===== config.mk =====
export PLATFORM = sky130hd
export DESIGN_NAME = vec_wb_queue_flat
export DESIGN_NICKNAME = d
export VERILOG_FILES = /design/src/rtl/vec_wb_if.sv /design/src/rtl/vec_wb_queue.sv /design/src/flat_wrapper.sv
export SDC_FILE = /design/constraint.sdc
export NUM_CORES = 2
export LEC_CHECK = 0
export ABC_AREA = 1
export CELL_PAD_IN_SITES_DETAIL_PLACEMENT = 1
export CELL_PAD_IN_SITES_GLOBAL_PLACEMENT = 1
export CORE_ASPECT_RATIO = 2
export CORE_MARGIN = 2
export CORE_UTILIZATION = 49
export DETAILED_ROUTE_END_ITERATION = 10
export HOLD_SLACK_MARGIN = 0.06
export PLACE_DENSITY = 0.88
export SYNTH_ARGS = -nofsm -noshare
export SYNTH_HDL_FRONTEND = slang
export SYNTH_SLANG_ARGS = --single-unit

===== constraint.sdc =====
create_clock -name clk -period 62.9 [get_ports clk]
set_input_delay 9.435 -clock clk [delete_from_list [all_inputs] [get_ports clk]]
set_output_delay 9.435 -clock clk [all_outputs]
set_load 0.01 [all_outputs]

===== src/rtl/vec_wb_if.sv =====
// Producer-side result handshake and register-file write port of the writeback queue.
interface vec_wb_if #(
  parameter int unsigned LANES = 16,
  parameter int unsigned DW    = 32
);
  logic                  in_valid;
  logic                  in_ready;
  logic [3:0]            in_rd;
  logic                  in_vec;
  logic [2:0]            in_cmd;
  logic [LANES*DW-1:0]   in_data;
  logic                  we3;
  logic [3:0]            ra3;
  logic [LANES*DW-1:0]   wd3;
  logic                  selec_v_s_w;
  logic [2:0]            cmd;

  modport master (
    output in_valid, in_rd, in_vec, in_cmd, in_data,
    input  in_ready, we3, ra3, wd3, selec_v_s_w, cmd
  );

  modport slave (
    input  in_valid, in_rd, in_vec, in_cmd, in_data,
    output in_ready, we3, ra3, wd3, selec_v_s_w, cmd
  );
endinterface


===== src/rtl/vec_wb_queue.sv =====
// Writeback FIFO feeding the vector/scalar register-file write port, one write per cycle,
// with read-after-write hazard detection for the decode-stage read addresses.
module vec_wb_queue #(
  parameter int unsigned DEPTH = 4,
  parameter int unsigned LANES = 16,
  parameter int unsigned DW    = 32
) (
  input  logic                         clk,
  input  logic                         rst,
  vec_wb_if.slave                      wb,
  input  logic                         flush,
  input  logic                         wb_hold,
  input  logic [3:0]                   chk_ra1,
  input  logic [3:0]                   chk_ra2,
  input  logic                         chk_vs,
  output logic                         hazard1,
  output logic                         hazard2,
  output logic [$clog2(DEPTH+1)-1:0]   count,
  output logic                         err_drop
);
  localparam int unsigned PW     = $clog2(DEPTH);
  localparam int unsigned CW     = $clog2(DEPTH+1);
  localparam int unsigned DATA_W = LANES * DW;

  typedef struct packed {
    logic [3:0]        rd;
    logic              vec;
    logic [2:0]        cmd;
    logic              tgt_vec;
    logic [DATA_W-1:0] data;
  } entry_t;

  entry_t          mem [DEPTH];
  logic [PW-1:0]   head;
  logic [PW-1:0]   tail;
  logic            out_tgt_vec;

  logic            tgt_vec_in;
  logic            illegal;
  logic            push;
  logic            enq;
  logic            pop;

  // cmd 3'b101 always writes the scalar file; scalar r15 is the PC and must never be written
  assign tgt_vec_in  = wb.in_vec && (wb.in_cmd != 3'b101);
  assign illegal     = !tgt_vec_in && (wb.in_rd == 4'hF);
  assign wb.in_ready = (count < CW'(DEPTH));
  assign push        = wb.in_valid && wb.in_ready && !flush;
  assign enq         = push && !illegal;
  assign pop         = !flush && !wb_hold && (count != '0);

  // Entry storage needs no reset; validity comes from head/count
  always_ff @(posedge clk) begin
    if (enq) begin
      mem[tail] <= '{rd: wb.in_rd, vec: wb.in_vec, cmd: wb.in_cmd,
                     tgt_vec: tgt_vec_in, data: wb.in_data};
    end
  end

  always_ff @(posedge clk or posedge rst) begin
    if (rst) begin
      head           <= '0;
      tail           <= '0;
      count          <= '0;
      wb.we3         <= 1'b0;
      wb.ra3         <= '0;
      wb.wd3         <= '0;
      wb.selec_v_s_w <= 1'b0;
      wb.cmd         <= '0;
      out_tgt_vec    <= 1'b0;
    end else if (flush) begin
      head   <= '0;
      tail   <= '0;
      count  <= '0;
      wb.we3 <= 1'b0;
    end else begin
      if (enq) begin
        tail <= tail + PW'(1);
      end
      if (pop) begin
        head           <= head + PW'(1);
        wb.we3         <= 1'b1;
        wb.ra3         <= mem[head].rd;
        wb.wd3         <= mem[head].data;
        wb.selec_v_s_w <= mem[head].vec;
        wb.cmd         <= mem[head].cmd;
        out_tgt_vec    <= mem[head].tgt_vec;
      end else begin
        wb.we3 <= 1'b0;
      end
      case ({enq, pop})
        2'b10:   count <= count + CW'(1);
        2'b01:   count <= count - CW'(1);
        default: count <= count;
      endcase
    end
  end

  always_ff @(posedge clk or posedge rst) begin
    if (rst) begin
      err_drop <= 1'b0;
    end else if (push && illegal) begin
      err_drop <= 1'b1;
    end
  end

  // A write is pending if it sits in a valid slot or in the output stage this cycle
  logic [PW-1:0] offs;
  logic          hz1;
  logic          hz2;
  always_comb begin
    hz1  = 1'b0;
    hz2  = 1'b0;
    offs = '0;
    for (int unsigned i = 0; i < DEPTH; i++) begin
      offs = PW'(i) - head;
      if ((CW'(offs) < count) && (mem[i].tgt_vec == chk_vs)) begin
        if (mem[i].rd == chk_ra1) hz1 = 1'b1;
        if (mem[i].rd == chk_ra2) hz2 = 1'b1;
      end
    end
    if (wb.we3 && (out_tgt_vec == chk_vs)) begin
      if (wb.ra3 == chk_ra1) hz1 = 1'b1;
      if (wb.ra3 == chk_ra2) hz2 = 1'b1;
    end
    if (!chk_vs && (chk_ra1 == 4'hF)) hz1 = 1'b0;
    if (!chk_vs && (chk_ra2 == 4'hF)) hz2 = 1'b0;
  end

  assign hazard1 = hz1;
  assign hazard2 = hz2;
endmodule


===== src/flat_wrapper.sv =====
// flat-port wrapper written by rule: the top's interface ports become plain ports
module vec_wb_queue_flat 
#(
  parameter int unsigned DEPTH = 4,
  parameter int unsigned LANES = 16,
  parameter int unsigned DW    = 32
)
  (clk, rst, flush, wb_hold, chk_ra1, chk_ra2, chk_vs, hazard1, hazard2, count, err_drop, wb_in_valid, wb_in_rd, wb_in_vec, wb_in_cmd, wb_in_data, wb_in_ready, wb_we3, wb_ra3, wb_wd3, wb_selec_v_s_w, wb_cmd);
  vec_wb_if #(.LANES(LANES), .DW(DW)) wb_i ();
  input  logic clk;
  input  logic rst;
  input  logic flush;
  input  logic wb_hold;
  input  logic [3:0] chk_ra1;
  input  logic [3:0] chk_ra2;
  input  logic chk_vs;
  output logic hazard1;
  output logic hazard2;
  output logic [$clog2(DEPTH+1)-1:0] count;
  output logic err_drop;
  input wire logic [$bits(wb_i.in_valid)-1:0] wb_in_valid;
  input wire logic [$bits(wb_i.in_rd)-1:0] wb_in_rd;
  input wire logic [$bits(wb_i.in_vec)-1:0] wb_in_vec;
  input wire logic [$bits(wb_i.in_cmd)-1:0] wb_in_cmd;
  input wire logic [$bits(wb_i.in_data)-1:0] wb_in_data;
  output wire logic [$bits(wb_i.in_ready)-1:0] wb_in_ready;
  output wire logic [$bits(wb_i.we3)-1:0] wb_we3;
  output wire logic [$bits(wb_i.ra3)-1:0] wb_ra3;
  output wire logic [$bits(wb_i.wd3)-1:0] wb_wd3;
  output wire logic [$bits(wb_i.selec_v_s_w)-1:0] wb_selec_v_s_w;
  output wire logic [$bits(wb_i.cmd)-1:0] wb_cmd;
  assign wb_i.in_valid = wb_in_valid;
  assign wb_i.in_rd = wb_in_rd;
  assign wb_i.in_vec = wb_in_vec;
  assign wb_i.in_cmd = wb_in_cmd;
  assign wb_i.in_data = wb_in_data;
  assign wb_in_ready = wb_i.in_ready;
  assign wb_we3 = wb_i.we3;
  assign wb_ra3 = wb_i.ra3;
  assign wb_wd3 = wb_i.wd3;
  assign wb_selec_v_s_w = wb_i.selec_v_s_w;
  assign wb_cmd = wb_i.cmd;
  vec_wb_queue #(.DEPTH(DEPTH), .LANES(LANES), .DW(DW)) u_core (.clk(clk), .rst(rst), .wb(wb_i), .flush(flush), .wb_hold(wb_hold), .chk_ra1(chk_ra1), .chk_ra2(chk_ra2), .chk_vs(chk_vs), .hazard1(hazard1), .hazard2(hazard2), .count(count), .err_drop(err_drop));
endmodule

==> results.tsv <==
stage	metric	value	unit
clocking	TritonCTS clock tree	done	
timing	final total negative setup slack	0	ns
critical_path	startpoint of the worst-slack reg-to-reg timing path	u_core.head[0]	
clocking	latest clock arrival within the worst-skew pair	0.92	ns
pwr	Worst VDD drop	0.0347	mV
pwr	Cell Pwr Density	40.7	nW/um^2
layout	nets@finish	8941	
synth	YS warnings	0	
layout	most frequent standard cell in the layout excluding fill and tap cells	nand2_1	
clocking	CTS Sinks	2614	
min_path	hold wc startpoint	u_core.wb.wd3[311]	
die	cell row count	229	
die	number of primary I/O pins	1062	
clocking	CTS Buf Count	220	
route	DR WL/cell	32.8	microns
critical_path	CP endpoint kind	output pin	
timing	RSZ-0062 raised after global routing	false	
die	effective utilization at floorplan	49.2	%
route	average via count per standard cell	6.09	
synth	share of flip-flops with an asynchronous set or reset after synthesis	20.3	%
route	Remaining DRCs	0	
synth	primary flip-flop cell chosen by synthesis mapping	edfxtp_1	
synth	adder-cell area share of the yosys netlist	0.126	%
synth	largest family of logic cells by synthesized area	simple AND/OR/NAND/NOR gates	
timing	final count of hold timing violations	0	
timing	final period utilization	33.5	%
synth	library cells used by synthesis	24	
min_path	worst min-delay path class	reg -> reg	
layout	fraction of layout cells with a size suffix above 1	4.98	%
placement	routability congestion estimate	0.944	
placement	count of port buffers added during placement	1061	
synth	number of enable-type register cells in the synthesized netlist	2084	
synth	Mean Syn Cell Area	12.9	sq um
critical_path	destination of the worst register-to-register timing path	u_core.wb.wd3[461]	
critical_path	CP Class	in -> out	
outcome	status	finished clean	
timing	PnR worst setup slack	41.86	ns
timing	Max-Slew Margin vs Limit	17.0	%
die	Core Region	194000	sq um
critical_path	slowest stage delay, CP	0.78	ns
critical_path	critical path arrival	11.61	ns
route	number of DRC markers in iteration 0	7795	
critical_path	setup slack, reg-to-reg	58.03	ns
clocking	clock tree root buffer cell	clkbuf_16	
placement	Post-Place Worst Slack	41.87	ns
timing	number of setup violations in the final report	0	
global_routing	global-route wire length before repair	500	mm
critical_path	crit-path max FO	8	
die	area of the die	199000	sq um
critical_path	startpoint of the worst setup timing path	chk_vs	
global_routing	largest net degree at the start of global routing	171	
layout	post-layout util	59.9	%
synth	Post-Synth Simple-Gate Area	18.4	%
synth	sequential fraction of the synthesis area	79.3	%
synth	share of the synthesized area in compound gates (AO/OA/AOI/OAI)	0.0628	%
clocking	number of H-tree branching levels	4	
clocking	Max Root-Sink Buffers	4	
critical_path	data required time of the critical path	53.47	ns
pwr	combinational cell fraction of total power	21.4	%
clocking	CTS hold repair buffers	0	
synth	post-synthesis share of cell area spent on xor and xnor gates	0.229	%
die	die boundary height	629	microns
synth	netlist area before placement	95600	sq um
critical_path	critical path, cell by cell	clkdlybuf4s50_1 > inv_1 > nand2_1 > nand3_1 > nor2_1 > nand2_1 > nand3_1 > nor2_1 > nor2_1 > clkdlybuf4s50_1	
synth	fraction of synthesized cell area taken by the top area cell type	65.5	%
synth	library cell occupying the most area in the post-synthesis netlist	edfxtp_1	
critical_path	critical path's top delay family	buffers and inverters	
timing	final number of max-transition violations	0	
critical_path	Critical Path Source Type	primary input	
pwr	Pleak	43.0	nW
layout	most frequent cells in the layout	nand2_1 (3760), edfxtp_1 (2084), clkdlybuf4s50_1 (1061)	
critical_path	CP max-delay cell	clkdlybuf4s50_1	
critical_path	cell mode on critical path	nor2_1	
critical_path	Reg2Reg Depth	9	
synth	synthesized instance count	7391	
pwr	reported net switching power	1.46	mW
job	Max-Cap Viols	0	
pwr	Net Sw Frac	30.8	%
critical_path	total stage count of the critical path	10	
route	Via Count	68700	
pwr	total internal power	3.28	mW
placement	post-detail-place hpwl	196	mm
clocking	Resized Gates After CTS	0	
timing	final period demand of the worst path	21.04	ns
clocking	Worst-path clk slew	0.06	ns
timing	setup skew after layout	0.0625	ns
synth	Yosys reg bits	2614	
synth	top area cells in the synthesized netlist	edfxtp_1 (65%), nand2_1 (15%), dfrtp_1 (14%), nand4_1 (3.4%), buf_2 (0.91%)	
critical_path	Worst setup endpoint	hazard2	
global_routing	remaining global-route overflow	0	
global_routing	global-route total usage across every layer	34.4	%
pwr	Flop pwr share	47.8	%
timing	Tightest Pin Transition	1.24	ns
route	post-detailed-routing wire length	370	mm
pwr	part of the total power dissipated in the clock network	30.8	%
route	antenna-violating nets left	0	
global_routing	number of antenna violations at the first check in global routing	164	
synth	share of synthesized area spent on multiplexers	0	%
clocking	count of buffers added by post-CTS timing repair for setup	0	
global_routing	via count of the first global-routing pass	72100	
timing	fmax	0.0475	GHz
synth	Synthesized Nets	7934	
critical_path	worst path buffer plus inverter count	3	
layout	P&R area growth vs syn	21.6	%
route	First-pass DRT Iterations	6	
die	Horiz. Die Dim	316	microns
==> cells in the mapped netlist (2+ instances only) <==
library cell,n
nand2_1,3761
edfxtp_1,2084
dfrtp_1,530
nand4_1,521
buf_2,173
clkbuf_1,155
inv_1,42
nor2_1,31
xnor2_1,18
buf_1,15
nand3_1,15
buf_4,10
ha_1,8
o21ai_0,8
xor2_1,7
inv_2,3
nor2_4,2
nor3_1,2
==> worst min-delay path: stages, from the launching register on <==
cell and delay, ns:
dfrtp_1 0.35, nand2_1 0.05, nand2_1 0.05
==> power groups by stage <==
stage | Clock, mW | Sequential [mW] | Combinational (mW)
floorplan | 0 | 2.34 | 0.259
global placement | 0 | 2.24 | 0.886
detailed placement | 0 | 2.26 | 0.936
CTS | 1.44 | 2.25 | 0.981
global route | 1.51 | 2.27 | 1.05
finish | 1.46 | 2.26 | 1.01
==> routing by layer <==
| layer | vias up | part of all wire [%] | global-route usage [%] |
|---|---|---|---|
| met5 | - | 0.11 | 0 |
| met4 | 66 | 8.0 | 23.0 |
| met3 | 1386 | 11 | 10.4 |
| met2 | 4819 | 49 | 57.6 |
| met1 | 35000 | 32 | 37.5 |
| li1 | 27500 | - | - |
==> registers in the layout (all words and copies together), names as in the netlist <==
name	cells
u_core.head	2
u_core.tail	2
u_core.wb.ra3	4
u_core.wb.selec_v_s_w	1
u_core.wb.cmd	3
u_core.wb.we3	1
u_core.wb.wd3	512
u_core.mem	2084
u_core.count	3
u_core.out_tgt_vec	1
u_core.err_drop	1
==> final cells by class <==
cell class / count / area (sq um)
Multi-Input combinational cell: 4379 / 18100
Inverter: 45 / 191
Antenna cell: 166 / 415
Clock buffer: 302 / 6190
Fill cell: 18500 / 78000
Timing Repair Buffer: 1138 / 11300
Sequential cell: 2614 / 75800
Tap cell: 2541 / 3180
Clock inverter: 103 / 1100
==> how the worst min path moves through the flow <==
stage	slack [ns]	endpoint	cells after the start
detailed placement	0.46	u_core.wb.wd3[460]	2
finish	0.48	u_core.wb.wd3[311]	2
CTS	0.49	u_core.wb.wd3[311]	2
floorplan	0.51	u_core.err_drop	1
global route	0.51	u_core.wb.wd3[0]	2
global placement	0.46	u_core.err_drop	1
==> metrics by stage <==
| step | instance area (sq um) | hold WS (ns) | cells | power [mW] |
|---|---|---|---|---|
| after detailed placement | 109000 | 0.465 | 10700 | 3.20 |
| final | 116000 | 0.482 | 11300 | 4.74 |
| after floorplan | 95600 | 0.512 | 7391 | 2.60 |
| after global routing | 116000 | 0.509 | 11200 | 4.83 |
| after CTS | 116000 | 0.486 | 11100 | 4.66 |
| after global placement | 109000 | 0.455 | 10700 | 3.13 |
==> cells by family after synthesis <==
kind of cell / count (synthesis)
xor gates and xnor gates: 25
and+or+nand+nor: 4334
adders and majority gates: 9
DFF: 2614
AOI/OAI and AO/OA: 11
buffers and inverters: 398
(Power assumes the default switching activity.)
